## src/rtl/mem_arbiter.sv

```systemverilog
// mem_arbiter: serialises icache and dcache requests onto one single-port RAM, data side first.
// Latency: request seen in cycle 0, RAM driven from cycle 1, wait drops in the first ACCESS cycle (min 2).
// Backpressure: iwait/dwait stay high until the RAM reports ACCESS; the losing side waits in IDLE.
// Optional build macro MEM_ARBITER_RR_EN: alternate grants when both sides request in the same cycle.
module mem_arbiter #(
  parameter int TIMEOUT_CYCLES = 255,
  parameter int CNT_W          = 8
) (
  input  logic        CLK,
  input  logic        RST,
  // instruction cache side
  input  logic        iREN,
  input  logic [31:0] iaddr,
  output logic        iwait,
  output logic [31:0] iload,
  // data cache side
  input  logic        dREN,
  input  logic        dWEN,
  input  logic [31:0] daddr,
  input  logic [31:0] dstore,
  output logic        dwait,
  output logic [31:0] dload,
  // shared RAM side
  output logic        ramREN,
  output logic        ramWEN,
  output logic [31:0] ramaddr,
  output logic [31:0] ramstore,
  input  logic [31:0] ramload,
  input  logic [1:0]  ramstate,
  // sticky abandoned-access flag
  output logic        timeout
);

  typedef enum logic [1:0] {
    IDLE = 2'd0,
    IACC = 2'd1,
    DACC = 2'd2
  } state_t;

  localparam logic [1:0]       RAM_ACCESS = 2'd2;
  // Counter value seen during the last permitted access cycle.
  localparam logic [CNT_W-1:0] CNT_LAST   = CNT_W'(TIMEOUT_CYCLES - 1);
  localparam logic [CNT_W-1:0] CNT_MAX    = '1;

  state_t           state;
  state_t           next_state;
  logic [CNT_W-1:0] cnt;
  logic             d_req;
  logic             ram_done;
  logic             cnt_hit;
  logic             req_held;
  logic             pick_data;
  logic             timeout_set;

  assign d_req    = dREN | dWEN;
  assign ram_done = (ramstate == RAM_ACCESS);
  assign cnt_hit  = (cnt >= CNT_LAST);

  // The granted requester must still be asking; a dropped request aborts the grant.
  assign req_held = ((state == IACC) & iREN) | ((state == DACC) & d_req);

  // Abandon the access when the counter reaches its limit without the RAM completing.
  assign timeout_set = req_held & ~ram_done & cnt_hit;

`ifdef MEM_ARBITER_RR_EN
  // 0 = instruction side was granted last, 1 = data side was granted last.
  logic last_grant;

  // On contention, favour the side that did not win the previous grant.
  assign pick_data = d_req & (~iREN | ~last_grant);

  // Remember which side won each grant taken from IDLE.
  always_ff @(posedge CLK or posedge RST) begin
    if (RST) begin
      last_grant <= 1'b0;
    end else if ((state == IDLE) && (d_req || iREN)) begin
      last_grant <= pick_data;
    end
  end
`else
  // Fixed priority: any data request beats an instruction request.
  assign pick_data = d_req;
`endif

  // State register; reset drops any transaction in flight.
  always_ff @(posedge CLK or posedge RST) begin
    if (RST) begin
      state <= IDLE;
    end else begin
      state <= next_state;
    end
  end

  // Grant only from IDLE; an access state is left on completion, abort or timeout.
  always_comb begin
    next_state = state;
    case (state)
      IDLE: begin
        if (pick_data) begin
          next_state = DACC;
        end else if (iREN) begin
          next_state = IACC;
        end
      end
      IACC: begin
        if (!iREN || ram_done || cnt_hit) begin
          next_state = IDLE;
        end
      end
      DACC: begin
        if (!d_req || ram_done || cnt_hit) begin
          next_state = IDLE;
        end
      end
      default: begin
        next_state = IDLE;
      end
    endcase
  end

  // Access-cycle counter: held at zero in IDLE, counts up and saturates inside an access.
  always_ff @(posedge CLK or posedge RST) begin
    if (RST) begin
      cnt <= '0;
    end else if (state == IDLE) begin
      cnt <= '0;
    end else if (cnt != CNT_MAX) begin
      cnt <= cnt + 1'b1;
    end
  end

  // Sticky timeout flag, cleared only by reset.
  always_ff @(posedge CLK or posedge RST) begin
    if (RST) begin
      timeout <= 1'b0;
    end else if (timeout_set) begin
      timeout <= 1'b1;
    end
  end

  // RAM drive and requester responses follow the registered grant and the live request lines.
  always_comb begin
    ramREN   = 1'b0;
    ramWEN   = 1'b0;
    ramaddr  = '0;
    ramstore = '0;
    iwait    = 1'b1;
    dwait    = 1'b1;
    iload    = '0;
    dload    = '0;
    case (state)
      IACC: begin
        ramaddr = iaddr;
        ramREN  = iREN;
        if (iREN && ram_done) begin
          iwait = 1'b0;
          iload = ramload;
        end
      end
      DACC: begin
        ramaddr  = daddr;
        ramstore = dstore;
        // A simultaneous read and write is treated as the write.
        ramWEN   = dWEN;
        ramREN   = dREN & ~dWEN;
        if (d_req && ram_done) begin
          dwait = 1'b0;
          dload = ramload;
        end
      end
      default: begin
      end
    endcase
  end

endmodule

```

## config.mk

```make
export PLATFORM = sky130hd
export DESIGN_NAME = mem_arbiter
export DESIGN_NICKNAME = d
export VERILOG_FILES = /design/src/rtl/mem_arbiter.sv
export SDC_FILE = /design/constraint.sdc
export NUM_CORES = 1
export LEC_CHECK = 0
export CORE_AREA = 2 2 103 105
export CTS_BUF_LIST = sky130_fd_sc_hd__clkbuf_8 sky130_fd_sc_hd__clkbuf_16
export DETAILED_ROUTE_END_ITERATION = 8
export DIE_AREA = 0 0 105 107
export GPL_TIMING_DRIVEN = 0
export PLACE_DENSITY = 0.76
export SYNTH_ARGS = -nofsm -noshare
export SYNTH_HDL_FRONTEND = slang
export SYNTH_SLANG_ARGS = --single-unit
```

## constraint.sdc

```tcl
create_clock -name CLK -period 3.8 [get_ports CLK]
set_clock_uncertainty 0.1 [all_clocks]
set_input_delay 0.76 -clock CLK [delete_from_list [all_inputs] [get_ports CLK]]
set_output_delay 0.76 -clock CLK [all_outputs]
set_load 0.005 [all_outputs]
```

### Yosys cells after proc, flatten, opt, wreduce, memory -nomap -nowiden

Cells that the tools add are included.

| operators by class | value |
|---|---|
| $add $sub $neg | 1 |
| multiply operators | 0 |
| divide/modulo/power cells | 0 |
| order comparisons | 1 |
| equal/unequal tests | 7 |
| shift operators | 0 |
| multiplexer cells | 19 |
| bitwise logic cells | 9 |
| reduce and logical (&&, ||, !) cells | 11 |

Operators with widths:

| cell | number |
|---|---|
| 32-bit 2-to-1 mux | 5 |
| 32-bit case mux with 2 select lines | 1 |
| 8-bit 2-to-1 mux | 2 |
| 8-bit by 1-bit adder with 8-bit output (second input constant) | 1 |
| 8-bit greater-or-equal comparator (second input constant) | 1 |
| 2-bit 2-to-1 mux | 4 |
| 8-bit != test (second input constant) | 1 |
| 2-bit case mux with 3 select lines | 1 |
| 1-bit AND | 5 |
| 1-bit 2-to-1 mux | 5 |
| 2-bit == test (second input constant) | 2 |
| 1-bit logical OR | 4 |
| 2-bit by 1-bit != test with 1-bit output (second input constant) | 2 |
| 3-bit != test (second input constant) | 1 |
| 3-bit AND reduction | 1 |
| 2-bit by 1-bit == test with 1-bit output (second input constant) | 1 |
| 1-bit logical AND | 2 |
| 1-bit zero test | 2 |
| 2-bit zero test | 1 |
| 1-bit inverter | 2 |
| 1-bit bitwise OR | 2 |
| 1-bit case mux with 2 select lines | 1 |
| 2-bit nonzero test | 1 |

| storage, ports and cells | value |
|---|---|
| register bits | 11 |
| bits in latches | 0 |
| RAM bits | 0 |
| bits in read-only memories | 0 |
| output and inout port bits | 133 |
| logic and storage cells | 51 |
| memories | 0 |

### Longest topological paths before layout

| depth | value |
|---|---|
| depth in word-level cells | 6 |
| gate-level depth with buffers | 7 |
| gate-level depth less buffers | 6 |

### Worst setup path after synthesis

No wires, ideal clock.

| timing path | value |
|---|---|
| path type | input-to-output |
| from | in ramstate[0] |
| to | out dload[22] |
| arrival time | 1486 ps |
| required time | 2940 ps |
| path slack | 1454 ps |
| stages on the path | 4 |
| cell sequence | nand2b_1 nor2_1 clkbuf_1 and2_1 |

| on the way | value |
|---|---|
| word-level cells in the longest chain between the ends | 4 |

Ends and longest elaborated chain:

| item | line | text |
|---|---|---|
| start, declared | 29 | `input logic [1:0] ramstate,` |
| 2-bit == test | 56 | `assign ram_done = (ramstate == RAM_ACCESS);` |
| 1-bit logical AND | 166 | `if (d_req && ram_done) begin` |
| 32-bit 2-to-1 mux | 166 |  |
| 32-bit 2-to-1 mux | 151 | `case (state)` |
| end, declared | 22 | `output logic [31:0] dload,` |

Every way passes these cells.

### Worst setup path after layout

| timing path | value |
|---|---|
| from | in dREN |
| to | out dload[14] |

| on the way | value |
|---|---|
| word-level cells in the longest chain between the ends | 4 |

Ends and longest elaborated chain:

| item | line | text |
|---|---|---|
| start, declared | 17 | `input logic dREN,` |
| 1-bit bitwise OR | 55 | `assign d_req = dREN \| dWEN;` |
| 1-bit logical AND | 166 |  |
| 32-bit 2-to-1 mux | 166 |  |
| 32-bit 2-to-1 mux | 151 |  |

Every way passes these cells.

==> run metrics <==
CP peak stage delay=about 0.56 ns; CP Buf/Inv Count=3; Worst Path Max Fanout=10; CP startpoint kind=input port; IO buf count=267; Die X=about 110 microns; DR WL met3=816 microns; drt wl/cell=between 15 and 20 microns; Post-Synthesis Cells=254; fin. max-slew vios=0; pin count of the biggest net entering global routing=12; Least-Margin Pin Slew=about 0.49 ns; LEAKAGE=~0.0017 uW; vias in the first global route=around 2900; M1 WL=4268 microns; ANT nets after route=0; hold buffer count at cts=0; unrepaired setup endpoints after global routing=false; Req. time, crit path=slightly below 3 ns; P_sw=707.8 uW; power share of the clock group=0.066; share of cells above drive strength 1=0.02095; Seq pwr share=0.092; WL met2=5610 microns; Slew headroom=0.6758; initial core utilization=0.1798; Finished Layout Cells=roughly 660; DPL Wire Length=around 9100 microns; Starting DRT DRC Count=between 150 and 200; Max VDD drop=between 0.15 and 0.2 mV; CP max stage cell=clkdlybuf4s50_1; critical path class=input port to output port; fmax=276.3 MHz; largest cells by area after synthesis=and2_1 34%, dfrtp_1 15%, a22oi_1 13%; Finish-stage setup viols=0; post-placement cell count=approximately 660; family with the most delay on the worst path=buffers and inverters; Core Util, Final=0.4665; nets=666; Tot GR Track Use=0.1774; asr flop ratio synth=1.000; clk buf depth=2; Cell Rows=37; Hold Path Class=register to register; combinational share of power=0.842; fin crit share=0.9523; First-pass DRT Iterations=4; global-route wire length before repair=around 16000 microns; #FFs+latches synth=11; pwr/cell area=between 300 and 400 nW/um^2; core area=slightly above 10000 sq um; die area=11240 sq um; Synthesized Nets=394; Num Clock Sinks=11; Inserted Clock Buffers=3; number of fill cells=around 990; Period minus WS final=3.619 ns; Synth-to-Final Area Change=159.5%; worst skew pair latency=0.25 ns; CP cell instances=clkdlybuf4s50_1 > o21ai_1 > nor2_2 > clkbuf_1 > and2_1 > clkdlybuf4s50_1; top-area cell type share of the netlist area=0.3379; # DRC=0; internal power=~1100 uW; final WL=10780 microns; Setup Buffers After CTS=0; Final Hold Viols=0; root buf cell=clkbuf_8; Worst R2R Setup Slack=1.83 ns; Seq/Total Area, Yosys=0.1517; Warnings, synthesis=0; CTS clk-pin slew, worst paths=0.05 ns; CTS tree=built; CTS H-tree depth=1; placer's final routability congestion estimate=0.9253; number of synthesized flops with an enable pin=0; run status=completed; Critical Path Most Common Cell=clkdlybuf4s50_1; synthesized cell area=approximately 1800 sq um; syn_area_per_cell=7.143 sq um; synth unique cells=32; commonest non-fill, non-tap cell in the layout=clkdlybuf4s50_1; max-cap viol count=0; ys flop type=dfrtp_1; n_diodes=0; io pins=268; most frequent cells in the layout=267 x clkdlybuf4s50_1, 98 x and2_1, 34 x nor2b_1; vias after detailed routing=between 2000 and 3000; top layer in use=met4; Synth area leader=and2_1; grt ovf=0; placed cell area=~4700 sq um; setup TNS=0 ns; die height=between 100 and 150 microns; initial antenna violation count=0; crit path capture type=output port; Sw Ratio=0.3905; Final Instance Area=4708 sq um; Crit path arrival time=between 2 and 3 ns; vias per cell=roughly 4.3
metrics by stage:
stage               total power [uW]  hold WS [ns]  setup WS, ns
floorplan                      820.0        0.3663         1.454
global placement                1676        0.3564       0.03555
detailed placement              1689        0.3665       0.01367
CTS                             1824        0.3808       0.04401
global route                    1937        0.3892       0.03554
finish                          1812        0.3740        0.1811
area by class of cell:
cell class,count,area (sq um),area share
timing repair buffer,267,2673,0.5676
sequential,11,275.3,0.05846
buffer,23,96.34,0.02046
clock inverter,1,3.754,0.0007972
tap,136,170.2,0.03614
inverter,8,30.03,0.006378
multi-input combinational,212,1419,0.3014
clock buffer,3,41.29,0.008770
path summary, 6_finish.rpt:
path | endpoint | startpoint | depth (start not counted)
hold / removal | timeout | timeout | 1
setup / recovery | dload[14] | dREN | 6
setup reg to reg | state[0] | state[1] | 7
hold reg to reg | timeout | timeout | 1
max in group asynchronous | state[1] | RST | 2
min in group asynchronous | cnt[6] | RST | 2
cell usage after synthesis, drive strengths merged, types with 2 or more instances:
library cell and instances:
nor3b 2, nor2b 34, a31oi 3, a21oi 3, ha 5, a211oi 2
and2 98, xnor2 3, nand2 4, dfrtp 11, nor3 2, nor2 7
clkbuf 21, o21ai 4, a22oi 32, buf 2, inv 8
power groups by stage:
stage | Clock, uW | Sequential, uW | Combinational, uW
after floorplan | 0 | 161 | 659
after global placement | 0 | 164 | 1510
after detailed placement | 0 | 169 | 1520
after CTS | 121 | 167 | 1540
after global routing | 128 | 171 | 1640
final | 120 | 168 | 1530
registers in the layout, summed over array words and instances, names as in the netlist:
register	count
state	2
cnt	8
timeout	1
cell families after synthesis:
| logic type | synth area share |
|---|---|
| buffers and inverters | 0.06897 |
| flip-flops | 0.1517 |
| AND/OR/NAND/NOR | 0.5138 |
| XOR/XNOR | 0.01449 |
| adder cells (fa/ha/maj) | 0.03448 |
| AO/OA/AOI/OAI | 0.2165 |
what timing repair did:
| item | 4_1_cts | 5_1_grt |
|---|---|---|
| gates resized for setup | 1 | 3 |
| gates cloned | 0 | 0 |
| setup endpoints to repair | 1 | 30 |
per-layer routing:
layer | vias up | global-route usage
li1 | 1388 | -
met1 | 1330 | 0.2099
met2 | 146 | 0.3242
met3 | 4 | 0.04195
met4 | 0 | 0.04000
met5 | - | 0
No activity file was read; power rests on OpenSTA's default activity.
